**config.mk**
```make
export PLATFORM = sky130hd
export DESIGN_NAME = mem_arbiter_flat
export DESIGN_NICKNAME = d
export VERILOG_FILES = /design/src/rtl/mem_arbiter_if.sv /design/src/rtl/mem_arbiter.sv /design/src/flat_wrapper.sv
export SDC_FILE = /design/constraint.sdc
export NUM_CORES = 1
export LEC_CHECK = 0
export CAP_MARGIN = 0
export CORE_UTILIZATION = 29
export CTS_BUF_LIST = sky130_fd_sc_hd__clkbuf_2 sky130_fd_sc_hd__clkbuf_4 sky130_fd_sc_hd__clkbuf_8
export DETAILED_ROUTE_END_ITERATION = 10
export PLACE_DENSITY = 0.89
export SYNTH_ARGS = -nofsm -noshare
export SYNTH_HDL_FRONTEND = slang
export SYNTH_SLANG_ARGS = --single-unit
```
**constraint.sdc**
```tcl
create_clock -name clk -period 1.3 [get_ports clk]
set_input_delay 0.13 -clock clk [delete_from_list [all_inputs] [get_ports clk]]
set_output_delay 0.13 -clock clk [all_outputs]
set_load 0.1 [all_outputs]
```
**src/rtl/mem_arbiter_if.sv**
```systemverilog
// Bundle of the cache-request, fill and main-memory signals around mem_arbiter.
// The arbiter takes the master side; caches and memory take the slave side.
interface mem_arbiter_if #(
    parameter int WORDS = 8
);
    // cache requests
    logic                     i_miss;
    logic [15:0]              i_addr;
    logic                     d_miss;
    logic [15:0]              d_addr;
    logic                     d_wr;
    logic [15:0]              d_wr_addr;
    logic [15:0]              d_wr_data;
    // main memory
    logic                     mem_en;
    logic                     mem_wr;
    logic [15:0]              mem_addr;
    logic [15:0]              mem_wdata;
    logic [15:0]              mem_rdata;
    logic                     mem_valid;
    // fill path and completion
    logic [15:0]              fill_data;
    logic [$clog2(WORDS)-1:0] fill_word;
    logic                     i_fill_we;
    logic                     d_fill_we;
    logic                     i_done;
    logic                     d_done;
    logic                     d_wr_ack;
    logic                     mem_stall;

    modport master (
        input  i_miss, i_addr, d_miss, d_addr, d_wr, d_wr_addr, d_wr_data,
               mem_rdata, mem_valid,
        output mem_en, mem_wr, mem_addr, mem_wdata, fill_data, fill_word,
               i_fill_we, d_fill_we, i_done, d_done, d_wr_ack, mem_stall
    );

    modport slave (
        output i_miss, i_addr, d_miss, d_addr, d_wr, d_wr_addr, d_wr_data,
               mem_rdata, mem_valid,
        input  mem_en, mem_wr, mem_addr, mem_wdata, fill_data, fill_word,
               i_fill_we, d_fill_we, i_done, d_done, d_wr_ack, mem_stall
    );
endinterface

```
**src/rtl/mem_arbiter.sv**
```systemverilog
// Shared main-memory arbiter: serves D-cache stores, D-cache fills and
// I-cache fills one at a time, streams block reads and steers returned words.
module mem_arbiter #(
    parameter int MEM_LAT = 4,
    parameter int WORDS   = 8
) (
    input  logic          clk,
    input  logic          rst,
    mem_arbiter_if.master bus
);
    localparam int              WIDX     = $clog2(WORDS);
    localparam int              IW       = WIDX + 1;
    localparam int              BW       = 16 - WIDX - 1;
    localparam logic [IW-1:0]   ISS_END  = IW'(WORDS);
    localparam logic [WIDX-1:0] RCV_LAST = WIDX'(WORDS - 1);

    typedef enum logic [1:0] {IDLE, WRITE, FILL_I, FILL_D} state_t;

    state_t          state, state_nxt;
    logic [IW-1:0]   iss, iss_nxt;
    logic [WIDX-1:0] rcv, rcv_nxt;
    logic [BW-1:0]   base, base_nxt;

    logic            mem_en, mem_wr;
    logic [15:0]     mem_addr, mem_wdata;
    logic [WIDX-1:0] fill_word;
    logic            i_fill_we, d_fill_we, i_done, d_done, d_wr_ack;

    // Byte-offset bits and the latency parameter carry no logic here: read
    // latency is absorbed by the mem_valid handshake.
    logic unused_bits;
    assign unused_bits = ^{bus.i_addr[WIDX:0], bus.d_addr[WIDX:0], 32'(MEM_LAT)};

    // State, counters and block base; reset aborts any fill in flight.
    always_ff @(posedge clk) begin
        if (rst) begin
            state <= IDLE;
            iss   <= '0;
            rcv   <= '0;
            base  <= '0;
        end else begin
            state <= state_nxt;
            iss   <= iss_nxt;
            rcv   <= rcv_nxt;
            base  <= base_nxt;
        end
    end

    // Arbitration in IDLE, one-cycle store, and issue/receive sequencing of fills.
    always_comb begin
        state_nxt = state;
        iss_nxt   = iss;
        rcv_nxt   = rcv;
        base_nxt  = base;
        mem_en    = 1'b0;
        mem_wr    = 1'b0;
        mem_addr  = '0;
        mem_wdata = '0;
        fill_word = '0;
        i_fill_we = 1'b0;
        d_fill_we = 1'b0;
        i_done    = 1'b0;
        d_done    = 1'b0;
        d_wr_ack  = 1'b0;
        case (state)
            IDLE: begin
                iss_nxt = '0;
                rcv_nxt = '0;
                if (bus.d_wr) begin
                    state_nxt = WRITE;
                end else if (bus.d_miss) begin
                    state_nxt = FILL_D;
                    base_nxt  = bus.d_addr[15:WIDX+1];
                end else if (bus.i_miss) begin
                    state_nxt = FILL_I;
                    base_nxt  = bus.i_addr[15:WIDX+1];
                end
            end
            WRITE: begin
                mem_en    = 1'b1;
                mem_wr    = 1'b1;
                mem_addr  = bus.d_wr_addr;
                mem_wdata = bus.d_wr_data;
                d_wr_ack  = 1'b1;
                state_nxt = IDLE;
            end
            FILL_I, FILL_D: begin
                // reads go out back to back; returns are counted independently
                if (iss != ISS_END) begin
                    mem_en   = 1'b1;
                    mem_addr = {base, iss[WIDX-1:0], 1'b0};
                    iss_nxt  = iss + IW'(1);
                end
                if (bus.mem_valid) begin
                    fill_word = rcv;
                    if (state == FILL_I) i_fill_we = 1'b1;
                    else                 d_fill_we = 1'b1;
                    if (rcv == RCV_LAST) begin
                        if (state == FILL_I) i_done = 1'b1;
                        else                 d_done = 1'b1;
                        state_nxt = IDLE;
                        iss_nxt   = '0;
                        rcv_nxt   = '0;
                    end else begin
                        rcv_nxt = rcv + WIDX'(1);
                    end
                end
            end
            default: state_nxt = IDLE;
        endcase
    end

    assign bus.mem_en    = mem_en;
    assign bus.mem_wr    = mem_wr;
    assign bus.mem_addr  = mem_addr;
    assign bus.mem_wdata = mem_wdata;
    assign bus.fill_data = bus.mem_rdata;
    assign bus.fill_word = fill_word;
    assign bus.i_fill_we = i_fill_we;
    assign bus.d_fill_we = d_fill_we;
    assign bus.i_done    = i_done;
    assign bus.d_done    = d_done;
    assign bus.d_wr_ack  = d_wr_ack;
    assign bus.mem_stall = bus.i_miss | bus.d_miss | bus.d_wr | (state != IDLE);
endmodule

```
**src/flat_wrapper.sv**
```systemverilog
// flat-port wrapper written by rule: the top's interface ports become plain ports
module mem_arbiter_flat 
#(
    parameter int MEM_LAT = 4,
    parameter int WORDS   = 8
)
  (clk, rst, bus_i_miss, bus_i_addr, bus_d_miss, bus_d_addr, bus_d_wr, bus_d_wr_addr, bus_d_wr_data, bus_mem_rdata, bus_mem_valid, bus_mem_en, bus_mem_wr, bus_mem_addr, bus_mem_wdata, bus_fill_data, bus_fill_word, bus_i_fill_we, bus_d_fill_we, bus_i_done, bus_d_done, bus_d_wr_ack, bus_mem_stall);
  mem_arbiter_if #(.WORDS(WORDS)) bus_i ();
  input  logic clk;
  input  logic rst;
  input wire logic [$bits(bus_i.i_miss)-1:0] bus_i_miss;
  input wire logic [$bits(bus_i.i_addr)-1:0] bus_i_addr;
  input wire logic [$bits(bus_i.d_miss)-1:0] bus_d_miss;
  input wire logic [$bits(bus_i.d_addr)-1:0] bus_d_addr;
  input wire logic [$bits(bus_i.d_wr)-1:0] bus_d_wr;
  input wire logic [$bits(bus_i.d_wr_addr)-1:0] bus_d_wr_addr;
  input wire logic [$bits(bus_i.d_wr_data)-1:0] bus_d_wr_data;
  input wire logic [$bits(bus_i.mem_rdata)-1:0] bus_mem_rdata;
  input wire logic [$bits(bus_i.mem_valid)-1:0] bus_mem_valid;
  output wire logic [$bits(bus_i.mem_en)-1:0] bus_mem_en;
  output wire logic [$bits(bus_i.mem_wr)-1:0] bus_mem_wr;
  output wire logic [$bits(bus_i.mem_addr)-1:0] bus_mem_addr;
  output wire logic [$bits(bus_i.mem_wdata)-1:0] bus_mem_wdata;
  output wire logic [$bits(bus_i.fill_data)-1:0] bus_fill_data;
  output wire logic [$bits(bus_i.fill_word)-1:0] bus_fill_word;
  output wire logic [$bits(bus_i.i_fill_we)-1:0] bus_i_fill_we;
  output wire logic [$bits(bus_i.d_fill_we)-1:0] bus_d_fill_we;
  output wire logic [$bits(bus_i.i_done)-1:0] bus_i_done;
  output wire logic [$bits(bus_i.d_done)-1:0] bus_d_done;
  output wire logic [$bits(bus_i.d_wr_ack)-1:0] bus_d_wr_ack;
  output wire logic [$bits(bus_i.mem_stall)-1:0] bus_mem_stall;
  assign bus_i.i_miss = bus_i_miss;
  assign bus_i.i_addr = bus_i_addr;
  assign bus_i.d_miss = bus_d_miss;
  assign bus_i.d_addr = bus_d_addr;
  assign bus_i.d_wr = bus_d_wr;
  assign bus_i.d_wr_addr = bus_d_wr_addr;
  assign bus_i.d_wr_data = bus_d_wr_data;
  assign bus_i.mem_rdata = bus_mem_rdata;
  assign bus_i.mem_valid = bus_mem_valid;
  assign bus_mem_en = bus_i.mem_en;
  assign bus_mem_wr = bus_i.mem_wr;
  assign bus_mem_addr = bus_i.mem_addr;
  assign bus_mem_wdata = bus_i.mem_wdata;
  assign bus_fill_data = bus_i.fill_data;
  assign bus_fill_word = bus_i.fill_word;
  assign bus_i_fill_we = bus_i.i_fill_we;
  assign bus_d_fill_we = bus_i.d_fill_we;
  assign bus_i_done = bus_i.i_done;
  assign bus_d_done = bus_i.d_done;
  assign bus_d_wr_ack = bus_i.d_wr_ack;
  assign bus_mem_stall = bus_i.mem_stall;
  mem_arbiter #(.MEM_LAT(MEM_LAT), .WORDS(WORDS)) u_core (.clk(clk), .rst(rst), .bus(bus_i));
endmodule
```
==> results of run 1 <==
==> where the power goes <==
group | switching [W] | internal (W) | leakage, nW
combinational | 0.00148 | 0.00111 | 1.42
sequential | 0.0000882 | 0.000696 | 0.175
clock | 0.000267 | 0.000215 | 0.0255
==> through the flow <==
step           setup TNS (ns)  area, sq um  setup WS, ns
2_1_floorplan           -6.79         2140        -0.492
3_3_place_gp            -2.90         3750        -0.131
3_5_place_dp            -5.08         3750        -0.251
4_1_cts                -13.69         4220        -0.467
5_1_grt                -17.94         4370        -0.561
6_report               -15.98         4370        -0.521
==> layer usage <==
metal / global-route usage (%) / vias to the layer above
li1: - / 972
met1: 35.3 / 1074
met2: 56.8 / 109
met3: 4.52 / 36
met4: 13.2 / 0
met5: 0 / -
==> cells by family after synthesis <==
kind of cell | count (synthesis) | synth area share [%]
flops | 21 | 25.7
mux | 12 | 7.35
buf+inv | 38 | 14.2
compound gates | 55 | 23.7
fa+ha+maj | 4 | 3.06
simple gates | 75 | 25.9
==> worst max path at each step <==
stage / start / slack [ns] / to
6_report: u_core.iss[0]$_SDFFE_PP0P_ / -0.52 / bus_mem_addr[12]
5_1_grt: u_core.iss[0]$_SDFFE_PP0P_ / -0.56 / bus_mem_addr[12]
4_1_cts: u_core.iss[0]$_SDFFE_PP0P_ / -0.47 / bus_mem_addr[15]
3_5_place_dp: bus_mem_valid / -0.25 / u_core.iss[3]$_SDFFE_PP0P_
3_3_place_gp: u_core.iss[1]$_SDFFE_PP0P_ / -0.13 / bus_mem_en
2_1_floorplan: u_core.iss[0]$_SDFFE_PP0P_ / -0.49 / bus_mem_addr[7]
==> critical path, cell delays in order (launching register included) <==
cell and delay (ns):
dfxtp_2 0.36, inv_2 0.06, ha_4 0.15, nand3b_1 0.16, buf_12 0.20, nand3_4 0.09, a21oi_4 0.20, buf_12 0.19
==> layout make-up <==
type	instances	area share (%)
sequential	21	9.91
clock buffer	3	0.946
multi-input combinational	147	38.3
timing repair buffer	162	48.1
clock inverter	1	0.115
tap	70	2.01
inverter	4	0.602
==> cell usage after synthesis, drive strengths merged (5+ instances only) <==
master / count
dfxtp: 21
and2: 18
mux2i: 12
nand2: 7
nand2b: 16
nor2: 7
a211oi: 12
nand3: 17
clkbuf: 8
o21ai: 5
buf: 26
a21oi: 31
==> placed cells by master (no fill, tap or decap), drive strengths merged, types with 2 or more instances in the layout <==
cell type and instances:
a211oi 12, and2 19, ha 4, nand3b 2, nand2 7, mux2i 12, nor2 7, inv 3
and3 3, nand3 17, dfxtp 21, clkbuf 3, clkdlybuf4s50 60, buf 101, a311oi 2, o21ai 5
nand2b 16, a21oi 31
==> flip-flops by register name (all words and copies together) (netlist names) <==
name,count
u_core.state,2
u_core.rcv,3
u_core.iss,4
u_core.base,12
==> what timing repair did <==
| action | 4_1_cts | 5_1_grt |
|---|---|---|
| buffers inserted | 18 | 9 |
| cloned | 5 | 0 |
| pin swaps | 37 | 24 |
| endpoints found under the setup margin | 52 | 64 |
| resized for setup | 47 | 43 |
==> results.ini, run 1 <==
[route]
drt-pass1-iter-count=4
top_layer=met4
postRouteAntennaNets=0
vias=2191
met2_length_um=5110
drc=0
wl_met1_um=3560
drtIter0Drc=134
met3_length_um=511
wl_um=9590
wl_per_cell_um=23.5
drt-vias-per-instance=5.37

[sta]
tightestPinTransition_ns=0.297
finalHoldViolations=0
min_period_over_period_pct=140
skew_ns=0.0115
max_freq_mhz=549
setup_ws_ns=-0.521
setup_viol=61
report.final.slew_viol_count=0
period_minus_slack_ns=1.82
rsz0062_at_grt=yes
holdWs_ns=0.260
max_slew_margin_pct=79.7

[clocking]
htree_levels=1
path_clk_slew_ns=0.08
cts_root_buf=clkbuf_8
clock-sinks=21
cts_tree=built
clk_latency_ns=0.28
cts_buffers=3
ctsHoldBuffers=0
clockBufferDepth=2

[layout]
n_antenna_cell=0
area_growth_pct=167
final_cells=408
drive_gt1_share_pct=64.8
final_util_pct=82.9
seqCellArea_sq_um=433
nFillCells=240
multi_input_area_sq_mm=0.00167
final_nets=429

[setup_path]
r2r_slack_ns=-0.32
critPathLaunchType=flop
r2r-start=u_core.rcv[0]$_SDFFE_PP0P_
arrival_ns=1.69
critPathKind=flop to primary output
r2r_end=u_core.iss[3]$_SDFFE_PP0P_
cp.required_ns=1.17
crit_fanout=10
rr_worst_depth=6
cp-end-kind=primary output

[logic_synthesis]
synth_nets=295
synth_edf_count=0
synth.top_cell.area_share_pct=25.7
yosys_register_bits=21
synth_seq_area_share_pct=25.7
avgSynthCellArea_sq_um=7.98
netlist_top_cells_area=dfxtp_1 (26%), a21oi_1 (9.5%), buf_4 (8.3%)
synth_flop_cell=dfxtp_1
ys_types=31
async_flop_share_pct=0
netlist_instances=205
syn_area_sq_mm=0.00164
yosysWarnings=0
synth_top_area_cell=dfxtp_1

[grt]
overflow=0
grt_start_max_net_pins=22
grt_pass1_wl_um=14100
antenna_found_initial=0
grt_use_total_pct=31.0
grt_pass1_vias=2458

[min_path]
min_path_type=input port to primary output
hold_end=bus_fill_data[1]
min_path_cells=0
hold_path.startpoint=bus_mem_rdata[1]

[floorplanning]
dieArea_sq_mm=0.00594
fp.dieW_um=77.1
die-height_um=77.1
core-area_sq_mm=0.00527
start_util_pct=31.0
rows=26
io_pins=145

[power_and_ir_drop]
p_total_w=0.00385
p_per_area_mw_per_mm2=882
irDropWorstVdd_mv=0.588
leakage_nw=1.62

[run_status]
violations=negative setup slack
outcome=complete, but fails checks

[placement]
placedCellCount=381
gp_congestion=0.837
post-dp-hpwl_um=5120
portBuffers=104

[run]
cap_viol_max_count=0

Power figures use the tool's default switching activity.
==> run 2, diff against run 1 <==
--- a/config.mk
+++ b/config.mk
@@ -9,6 +9,7 @@
 export CORE_UTILIZATION = 29
 export CTS_BUF_LIST = sky130_fd_sc_hd__clkbuf_2 sky130_fd_sc_hd__clkbuf_4 sky130_fd_sc_hd__clkbuf_8
 export DETAILED_ROUTE_END_ITERATION = 10
+export MAX_ROUTING_LAYER = met4
 export PLACE_DENSITY = 0.89
 export SYNTH_ARGS = -nofsm -noshare
 export SYNTH_HDL_FRONTEND = slang
==> run 2 against run 1 <==
Net effect: the run still ends with negative setup slack left; design area about the same; utilization is 0.071 points higher; cell count increased by 0.25%; clock power decreased by 2%; die area unchanged; clock skew up 0.0020 ns; non-clock buffer count up 1; critical path type unchanged; critical endpoint is now bus_mem_addr[14]; highest routed layer unchanged.
==> results.ini, run 2 (synthesized netlist as in run 1, its figures left out) <==
[run_status]
outcome=complete, but fails checks
violations=negative setup slack

[sta]
report.final.slew_viol_count=0
max_freq_mhz=540
rsz0062_at_grt=yes
setup_ws_ns=-0.553
skew_ns=0.0134
max_slew_margin_pct=78.7
holdWs_ns=0.260
period_minus_slack_ns=1.85
tightestPinTransition_ns=0.311
finalHoldViolations=0
setup_viol=63
min_period_over_period_pct=143

[layout]
largest_reg_flops=12
fin_area_sq_mm=0.00437
top_regs=u_core.base x12, u_core.iss x4, u_core.rcv x3
n_antenna_cell=0
final_cell_mix=clkdlybuf4s50_1 (60), buf_12 (50), buf_4 (29)
drive_gt1_share_pct=64.9
top_register=u_core.base
final_nets=430
mostFrequentLayoutCell=clkdlybuf4s50_1
nFillCells=246
area_growth_pct=167

[setup_path]
critPathLaunchType=flop
critPathKind=flop to primary output
cp.required_ns=1.17
cp-end-kind=primary output
arrival_ns=1.72
crit_fanout=10

[clocking]
ctsHoldBuffers=0
clk_latency_ns=0.28
cts_root_buf=clkbuf_8
path_clk_slew_ns=0.08
clockBufferDepth=2
clock-sinks=21
htree_levels=1
cts_tree=built
cts_buffers=3

[grt]
grt_use_total_pct=31.8
top_usage_layer=met2
grt_start_max_net_pins=22
grt_pass1_vias=2456
grt_pass1_wl_um=14000
grtUsageMet3_pct=4.40
overflow=0
grtUsageMet1_pct=35.4
grt_util_met2_pct=56.4
antenna_found_initial=0

[power_and_ir_drop]
p_per_area_mw_per_mm2=882
leakage_nw=1.62
irDropWorstVdd_mv=0.563

[route]
drc=0
drtIter0Drc=95
vias=2216
drt-pass1-iter-count=4
wl_per_cell_um=24.2
drt-vias-per-instance=5.42
postRouteAntennaNets=0
wl_um=9880

[placement]
gp_congestion=0.850
placed_cell_area_sq_mm=0.00375
post-dp-hpwl_um=5120
portBuffers=104

[min_path]
min_path_type=input port to primary output

[floorplanning]
rows=26
dieArea_sq_mm=0.00594
core-area_sq_mm=0.00527
io_pins=145
fp.dieW_um=77.1
die-height_um=77.1
start_util_pct=31.0

[run]
cap_viol_max_count=0

## run 2: worst paths after layout
| path | startpoint | to | slack (ns) | cells after the start |
|---|---|---|---|---|
| worst max-delay path | u_core.iss[0]$_SDFFE_PP0P_ | bus_mem_addr[14] | -0.55 | 7 |
| worst min-delay path | bus_mem_rdata[9] | bus_fill_data[9] | 0.26 | 0 |
| worst max register to register | u_core.rcv[0]$_SDFFE_PP0P_ | u_core.iss[0]$_SDFFE_PP0P_ | -0.29 | 6 |
| worst min register to register | u_core.base[0]$_SDFFE_PP0P_ | u_core.base[0]$_SDFFE_PP0P_ | 0.58 | 2 |
## run 2: report_power, final
group	internal, W	switching, W
logic	0.00111	0.00149
registers	0.000696	0.0000915
clock network	0.000215	0.000256
## run 2: final cells by class
cell class | instances | area (sq um) | share of cell area, %
Multi-Input combinational cell | 147 | 1670 | 38.3
Tap cell | 70 | 87.6 | 2.00
Timing Repair Buffer | 163 | 2100 | 48.1
Sequential cell | 21 | 433 | 9.91
Clock buffer | 3 | 41.3 | 0.945
Inverter | 4 | 26.3 | 0.601
Clock inverter | 1 | 5.00 | 0.115
## run 2: stage by stage
stage	setup WS, ns	TNS, ns	power (W)	utilization, %	instances
CTS	-0.467	-13.69	0.00366	80.1	405
finish	-0.553	-16.97	0.00385	82.9	409
detailed placement	-0.251	-5.08	0.00296	71.1	381
global route	-0.567	-18.54	0.00395	82.9	409
floorplan	-0.492	-6.79	0.00234	-	205
global placement	-0.131	-2.90	0.00290	71.1	381
## run 2: worst max-delay path: stages (launching register included)
cell and delay, ns:
dfxtp_2 0.36, inv_2 0.06, ha_4 0.15, nand3b_1 0.16, buf_12 0.20, nand3_4 0.10
a21oi_4 0.22, buf_12 0.20
## run 2: what timing repair did
item                       CTS  global route
gates cloned                 5             0
pin swaps                   37            24
gates resized for setup     47            43
setup buffers               18            11
setup endpoints to repair   52            64
## run 2: per-layer routing
layer | part of all wire [%] | up-vias | wire length (um)
met2 | 54 | 122 | 5320
li1 | - | 972 | -
met5 | 0 | - | 0
met1 | 37 | 1083 | 3640
met4 | 4.2 | 0 | 418
met3 | 5.1 | 39 | 504
